### config.mk
export PLATFORM = sky130hd
export DESIGN_NAME = uart_cmd_rx
export DESIGN_NICKNAME = d
export VERILOG_FILES = /design/src/rtl/uart_cmd_rx.sv
export SDC_FILE = /design/constraint.sdc
export NUM_CORES = 1
export LEC_CHECK = 0
export CAP_MARGIN = 20
export CORE_MARGIN = 2
export CORE_UTILIZATION = 40
export DETAILED_ROUTE_END_ITERATION = 10
export GPL_TIMING_DRIVEN = 0
export SKIP_LAST_GASP = 1
export SLEW_MARGIN = 15
export SYNTH_ARGS = -nofsm -noshare
export SYNTH_HDL_FRONTEND = slang
export SYNTH_SLANG_ARGS = --single-unit
export TNS_END_PERCENT = 30
### constraint.sdc
create_clock -name clk -period 1.95 [get_ports clk]
set_clock_uncertainty 0.05 [all_clocks]
set_input_delay 0.195 -clock clk [delete_from_list [all_inputs] [get_ports clk]]
set_output_delay 0.195 -clock clk [all_outputs]
set_load 0.01 [all_outputs]
### src/rtl/uart_cmd_rx.sv
// ---------------------------------------------------------------------------
// uart_cmd_rx
//   Host-to-board command receiver. Deserializes 8N1 UART bytes from the
//   FTDI RX line and assembles them into checksummed frames
//   A5, CMD, A0, A1, A2, A3, CHK (CHK = CMD^A0^A1^A2^A3, argument
//   little-endian). Each accepted frame produces a one-cycle cmd_valid
//   strobe with an opcode and a 32-bit argument.
//
// Ports
//   clk             system clock, all logic on the rising edge
//   rst             synchronous active-high reset
//   uart_rx         asynchronous serial input, idles high
//   rx_byte         last good byte, valid with rx_byte_valid
//   rx_byte_valid   one-cycle strobe per good byte
//   cmd_code        opcode of last accepted frame (held)
//   cmd_arg         argument of last accepted frame (held)
//   cmd_valid       one-cycle strobe per accepted frame
//   frame_err       one-cycle strobe: stop bit sampled low
//   chk_err         one-cycle strobe: checksum mismatch
//   timeout_err     one-cycle strobe: inter-byte timeout inside a frame
//   dbg_bit_state   current bit-level FSM state
//   dbg_frame_state current frame-level FSM state
//
// Handshake: every output strobe is a single-cycle, registered pulse with
// no back-pressure; the data outputs that accompany a strobe are valid in
// the same cycle as that strobe.
// ---------------------------------------------------------------------------
module uart_cmd_rx #(
   parameter int CLK_FREQ     = 100_000_000,
   parameter int BAUD         = 115200,
   parameter int TIMEOUT_CLKS = CLK_FREQ / 100
) (
   input  logic        clk,
   input  logic        rst,
   input  logic        uart_rx,
   output logic [7:0]  rx_byte,
   output logic        rx_byte_valid,
   output logic [7:0]  cmd_code,
   output logic [31:0] cmd_arg,
   output logic        cmd_valid,
   output logic        frame_err,
   output logic        chk_err,
   output logic        timeout_err,
   output logic [1:0]  dbg_bit_state,
   output logic [2:0]  dbg_frame_state
);

   localparam int CLKS_PER_BIT = CLK_FREQ / BAUD;
   localparam int HALF_BIT     = CLKS_PER_BIT / 2;
   localparam int CW           = $clog2(CLKS_PER_BIT + 1);
   localparam int TW           = $clog2(TIMEOUT_CLKS + 1);

   localparam logic [CW-1:0] BIT_LAST  = CW'(CLKS_PER_BIT - 1);
   localparam logic [CW-1:0] HALF_LAST = CW'(HALF_BIT - 1);
   localparam logic [TW-1:0] TMO_LAST  = TW'(TIMEOUT_CLKS - 1);
   localparam logic [7:0]    SYNC_BYTE = 8'hA5;

   typedef enum logic [1:0] {
      B_IDLE,
      B_START,
      B_DATA,
      B_STOP
   } bit_state_t;

   typedef enum logic [2:0] {
      F_SYNC,
      F_CMD,
      F_ARG0,
      F_ARG1,
      F_ARG2,
      F_ARG3,
      F_CHK
   } frame_state_t;

   // input synchronizer
   logic rx_meta_q, rx_meta_d;
   logic rxs_q, rxs_d;

   // bit-level receiver
   bit_state_t    bit_state_q, bit_state_d;
   logic [CW-1:0] cnt_q, cnt_d;
   logic [2:0]    bit_idx_q, bit_idx_d;
   logic [7:0]    shift_q, shift_d;
   logic [7:0]    rx_byte_q, rx_byte_d;
   logic          rx_byte_valid_q, rx_byte_valid_d;
   logic          frame_err_q, frame_err_d;
   logic          byte_done;
   logic          byte_bad;

   // frame-level assembler
   frame_state_t  frame_state_q, frame_state_d;
   logic [7:0]    chk_acc_q, chk_acc_d;
   logic [7:0]    code_stage_q, code_stage_d;
   logic [31:0]   arg_stage_q, arg_stage_d;
   logic [TW-1:0] tmo_q, tmo_d;
   logic [7:0]    cmd_code_q, cmd_code_d;
   logic [31:0]   cmd_arg_q, cmd_arg_d;
   logic          cmd_valid_q, cmd_valid_d;
   logic          chk_err_q, chk_err_d;
   logic          timeout_err_q, timeout_err_d;

   // -----------------------------------------------------------------------
   // Synchronizer
   // -----------------------------------------------------------------------
   always_comb begin
      rx_meta_d = uart_rx;
      rxs_d     = rx_meta_q;
   end

   // -----------------------------------------------------------------------
   // Bit FSM: next state and byte-level outputs
   // -----------------------------------------------------------------------
   always_comb begin
      bit_state_d     = bit_state_q;
      cnt_d           = cnt_q;
      bit_idx_d       = bit_idx_q;
      shift_d         = shift_q;
      rx_byte_d       = rx_byte_q;
      rx_byte_valid_d = 1'b0;
      frame_err_d     = 1'b0;
      byte_done       = 1'b0;
      byte_bad        = 1'b0;

      case (bit_state_q)
         B_IDLE: begin
            if (!rxs_q) begin
               bit_state_d = B_START;
               cnt_d       = '0;
            end
         end
         B_START: begin
            if (cnt_q == HALF_LAST) begin
               // Mid-start resample: a high line means a glitch.
               cnt_d       = '0;
               bit_idx_d   = '0;
               bit_state_d = rxs_q ? B_IDLE : B_DATA;
            end else begin
               cnt_d = cnt_q + 1'b1;
            end
         end
         B_DATA: begin
            if (cnt_q == BIT_LAST) begin
               cnt_d     = '0;
               shift_d   = {rxs_q, shift_q[7:1]};  // LSB arrives first
               bit_idx_d = bit_idx_q + 1'b1;
               if (bit_idx_q == 3'd7) begin
                  bit_state_d = B_STOP;
               end
            end else begin
               cnt_d = cnt_q + 1'b1;
            end
         end
         B_STOP: begin
            if (cnt_q == BIT_LAST) begin
               // Back to IDLE at the sample itself so an immediately
               // following start bit is not missed.
               cnt_d       = '0;
               bit_state_d = B_IDLE;
               if (rxs_q) begin
                  byte_done       = 1'b1;
                  rx_byte_d       = shift_q;
                  rx_byte_valid_d = 1'b1;
               end else begin
                  byte_bad    = 1'b1;
                  frame_err_d = 1'b1;
               end
            end else begin
               cnt_d = cnt_q + 1'b1;
            end
         end
         default: bit_state_d = B_IDLE;
      endcase
   end

   // -----------------------------------------------------------------------
   // Frame FSM: works on the byte-complete event so that cmd_valid/chk_err
   // register in the same cycle as rx_byte_valid of the CHK byte.
   // -----------------------------------------------------------------------
   always_comb begin
      frame_state_d = frame_state_q;
      chk_acc_d     = chk_acc_q;
      code_stage_d  = code_stage_q;
      arg_stage_d   = arg_stage_q;
      tmo_d         = tmo_q;
      cmd_code_d    = cmd_code_q;
      cmd_arg_d     = cmd_arg_q;
      cmd_valid_d   = 1'b0;
      chk_err_d     = 1'b0;
      timeout_err_d = 1'b0;

      if (frame_state_q == F_SYNC) begin
         tmo_d = '0;
         if (byte_done && (shift_q == SYNC_BYTE)) begin
            frame_state_d = F_CMD;
            chk_acc_d     = '0;
         end
      end else if (byte_bad) begin
         frame_state_d = F_SYNC;
         tmo_d         = '0;
      end else if (byte_done) begin
         tmo_d     = '0;
         chk_acc_d = chk_acc_q ^ shift_q;
         case (frame_state_q)
            F_CMD: begin
               code_stage_d  = shift_q;
               frame_state_d = F_ARG0;
            end
            F_ARG0: begin
               arg_stage_d[7:0] = shift_q;
               frame_state_d    = F_ARG1;
            end
            F_ARG1: begin
               arg_stage_d[15:8] = shift_q;
               frame_state_d     = F_ARG2;
            end
            F_ARG2: begin
               arg_stage_d[23:16] = shift_q;
               frame_state_d      = F_ARG3;
            end
            F_ARG3: begin
               arg_stage_d[31:24] = shift_q;
               frame_state_d      = F_CHK;
            end
            F_CHK: begin
               if (shift_q == chk_acc_q) begin
                  cmd_code_d  = code_stage_q;
                  cmd_arg_d   = arg_stage_q;
                  cmd_valid_d = 1'b1;
               end else begin
                  chk_err_d = 1'b1;
               end
               frame_state_d = F_SYNC;
            end
            default: frame_state_d = F_SYNC;
         endcase
      end else if (tmo_q == TMO_LAST) begin
         // This cycle is the TIMEOUT_CLKS-th idle clock since the last byte.
         timeout_err_d = 1'b1;
         frame_state_d = F_SYNC;
         tmo_d         = '0;
      end else begin
         tmo_d = tmo_q + 1'b1;
      end
   end

   // -----------------------------------------------------------------------
   // State registers
   // -----------------------------------------------------------------------
   always_ff @(posedge clk) begin
      if (rst) begin
         rx_meta_q       <= 1'b1;
         rxs_q           <= 1'b1;
         bit_state_q     <= B_IDLE;
         cnt_q           <= '0;
         bit_idx_q       <= '0;
         shift_q         <= '0;
         rx_byte_q       <= '0;
         rx_byte_valid_q <= 1'b0;
         frame_err_q     <= 1'b0;
         frame_state_q   <= F_SYNC;
         chk_acc_q       <= '0;
         code_stage_q    <= '0;
         arg_stage_q     <= '0;
         tmo_q           <= '0;
         cmd_code_q      <= '0;
         cmd_arg_q       <= '0;
         cmd_valid_q     <= 1'b0;
         chk_err_q       <= 1'b0;
         timeout_err_q   <= 1'b0;
      end else begin
         rx_meta_q       <= rx_meta_d;
         rxs_q           <= rxs_d;
         bit_state_q     <= bit_state_d;
         cnt_q           <= cnt_d;
         bit_idx_q       <= bit_idx_d;
         shift_q         <= shift_d;
         rx_byte_q       <= rx_byte_d;
         rx_byte_valid_q <= rx_byte_valid_d;
         frame_err_q     <= frame_err_d;
         frame_state_q   <= frame_state_d;
         chk_acc_q       <= chk_acc_d;
         code_stage_q    <= code_stage_d;
         arg_stage_q     <= arg_stage_d;
         tmo_q           <= tmo_d;
         cmd_code_q      <= cmd_code_d;
         cmd_arg_q       <= cmd_arg_d;
         cmd_valid_q     <= cmd_valid_d;
         chk_err_q       <= chk_err_d;
         timeout_err_q   <= timeout_err_d;
      end
   end

   assign rx_byte         = rx_byte_q;
   assign rx_byte_valid   = rx_byte_valid_q;
   assign cmd_code        = cmd_code_q;
   assign cmd_arg         = cmd_arg_q;
   assign cmd_valid       = cmd_valid_q;
   assign frame_err       = frame_err_q;
   assign chk_err         = chk_err_q;
   assign timeout_err     = timeout_err_q;
   assign dbg_bit_state   = bit_state_q;
   assign dbg_frame_state = frame_state_q;

endmodule

==> metrics <==
final worst path period share 107%; Pleak 2.89 nW; WS Path Type reg -> reg; crit path launch type flop; total wire length 15.6 mm; Max FO, Critical Path 8; post-DR vias/cell 5.26; unrepaired setup endpoints after global routing true; post-synthesis simple-gate area fraction 23.1%; Hold Path Origin uart_rx; sequential fraction of the synthesis area 48.0%; Clock Sinks 149; layer with the highest usage met2; first-pass GRT wire length 24.9 mm; initial antenna violation count 0; crit path time final 2.08 ns; GRT Overall Usage 19.1%; crit end category flop; clock latency on the worst-skew pair 0.42 ns; fmax 0.481 GHz; Worst Tran Pin Value 0.792 ns; Post-Synthesis Cells 648; Net Count, Synth 657; Most used DFF post-synth dfxtp_1; Core Area 15,200 µm²; top cells by area, synth dfxtp_1, mux2i_1, nor2_1; status finished, violations left; post-synthesis mux area share 14.5%; via count of the first global-routing pass 4,943; Initial Util 40.9%; Hold Path Class in -> reg; crit path DAT 2.31 ns; Slew headroom 47.2%; Synth Register Bits 149; GRT overflow 0; Mapped Avg Cell Area 9.60 µm²; Power Total 6.07 mW; clock root buffer clkbuf_16; pre-CTS setup slack -0.614 ns; Post-Synth XOR/XNOR Area 3.66%; DR WL/cell 16.3 µm; R2R Setup Slk -0.13 ns; Synth Warn # 0; Distinct cells, synth 57; H-tree depth 4; PD cells 743 nW/µm²; Inserted Clock Buffers 17; GR Util met3 3.95%; Antenna Violating Nets Remaining 0; port bufs 60; worst hold slack 0.289 ns; clock tree buffer depth 2; count leader, synth dfxtp_1; CTS clk-pin slew, worst paths 0.06 ns; FF-to-FF End arg_stage_q[30]; CTS tree built; iteration count of the initial detailed-routing pass 6; die area 16,600 µm²; grt met1 use 24.7%; Post-Synth Adder-Cell Area 1.21%; top cell type's share of synthesized area 48.0%; synth cell count leaders dfxtp_1, nor2_1, mux2i_1, nand2_1, clkbuf_1; end of the critical path arg_stage_q[30]; # setup viols final 82; chip width 129 µm; Max Cap Viol 0; mapped cell area 6220 µm²; # nets final 764; Worst Slack Setup Final -0.129 ns; CP required 2.19 ns; failing checks negative setup slack; row cnt 45; r2r worst-path depth 7; hpwl dp 10.3 mm; Antenna Cells 0; die height 129 µm; M2 GR Usage 30.5%; Pins Over Slew Limit 0; largest family of logic cells by synthesized area simple AND/OR/NAND/NOR gates; via count 5,025; largest net degree at the start of global routing 17; Top Ports 61; final hold violation count 0; DRC Markers 0; reg2reg start cnt_q[2]; Compound-Gate Fraction of Synth Area 5.83%; hold bufs inserted after CTS 0; Placer Congestion 0.829; DRT iter0 DRCs 329; Critical Path Source cnt_q[2]; Synth area leader dfxtp_1; worst ir drop on vdd 0.000593 V; number of flops mapped to enable cells by yosys 0; area delta synth->final 31.5%; fill cell count 1,367; layout cell share with drive strength beyond 1 17.1%; FFs w/ async S/R, synth 0%
-- final cells by class --
class                      count  area, µm²  area share, %
multi-input combinational    450       3140           38.4
timing repair buffer          91        985           12.0
tap                          188        235           2.88
clock buffer                  19        443           5.41
inverter                       8       33.8          0.413
buffer                        38        253           3.09
clock inverter                12       82.6           1.01
sequential                   149       3010           36.8
-- worst min path at each step --
stage           endpoint  slack, ns  depth (start not counted)
5_1_grt        rx_meta_q       0.30                          2
2_1_floorplan  rx_meta_q       0.25                          1
3_3_place_gp       rxs_q       0.35                          1
6_report       rx_meta_q       0.29                          2
3_5_place_dp       rxs_q       0.35                          1
4_1_cts        rx_meta_q       0.28                          2
-- layer usage --
metal / share of wire (%) / vias to the layer above
li1: - / 2465
met1: 47 / 2429
met2: 47 / 111
met3: 4.0 / 20
met4: 1.8 / 0
met5: 0 / -
-- worst max-delay path: stages (launching register included) --
cell and delay, ns:
dfxtp_2 0.31, buf_6 0.12, or3b_4 0.42, nor4_4 0.27, buf_4 0.20, nand4_4 0.23, mux2i_1 0.25, nor2_1 0.06
-- placed cells by master (no fill, tap or decap), drive strengths merged, types with 2 or more instances in the layout --
| cell type | count |
|---|---|
| ha | 6 |
| a211oi | 2 |
| and4 | 4 |
| or2 | 4 |
| nor4bb | 4 |
| and2 | 3 |
| nand3b | 12 |
| a21o | 2 |
| clkdlybuf4s50 | 60 |
| clkinv | 7 |
| nor4b | 3 |
| nor3 | 16 |
| or3 | 7 |
| a31oi | 8 |
| buf | 37 |
| a311oi | 2 |
| mux2i | 90 |
| xnor2 | 16 |
| clkinvlp | 4 |
| o22ai | 2 |
| nand2b | 3 |
| nand4 | 13 |
| clkbuf | 51 |
| nor2 | 120 |
| inv | 9 |
| a21oi | 25 |
| nand2 | 39 |
| dfxtp | 149 |
| nand3 | 23 |
| o21a | 2 |
| and3 | 4 |
| o21ai | 10 |
| nor3b | 3 |
| nor4 | 7 |
| xor2 | 10 |
-- state kept, by name (all words and copies together) (netlist names), named ones only --
name / count
arg_stage_q: 32
bit_idx_q: 3
chk_acc_q: 8
chk_err: 1
cmd_arg: 32
cmd_code: 8
cmd_valid: 1
cnt_q: 10
code_stage_q: 8
dbg_bit_state: 1
dbg_frame_state: 3
frame_err: 1
rx_byte: 8
rx_byte_valid: 1
rx_meta_q: 1
rxs_q: 1
shift_q: 8
timeout_err: 1
tmo_q: 20
-- power by group --
part / switching (mW) / total (mW) / internal, mW
clock network: 1.29 / 2.94 / 1.65
registers: 0.00494 / 3.05 / 3.04
logic: 0.0705 / 0.0922 / 0.0217
-- through the flow --
step	std cells	setup TNS (ns)	util, %	area, µm²
floorplan	648	0	-	6220
global placement	896	-34.26	46.4	7060
detailed placement	896	-39.31	46.4	7060
CTS	937	-9.32	50.9	7740
global route	955	-14.58	53.8	8180
finish	955	-3.35	53.8	8180
-- timing repair --
item / 4_1_cts / 5_1_grt
buffers inserted: 12 / 12
endpoints found under the setup margin: 137 / 134
gates resized for setup: 14 / 59
gates cloned: 0 / 7
pin swaps: 8 / 16
-- logic make-up (layout without fill, tap and decap cells) --
kind of cell	Yosys count	count (layout)
muxes	90	90
buffers and inverters	49	168
DFF	149	149
xor gates and xnor gates	26	26
AOI/OAI and AO/OA	59	59
adders and majority gates	6	6
and+or+nand+nor	269	269
No activity file was read; power rests on OpenSTA's default activity.
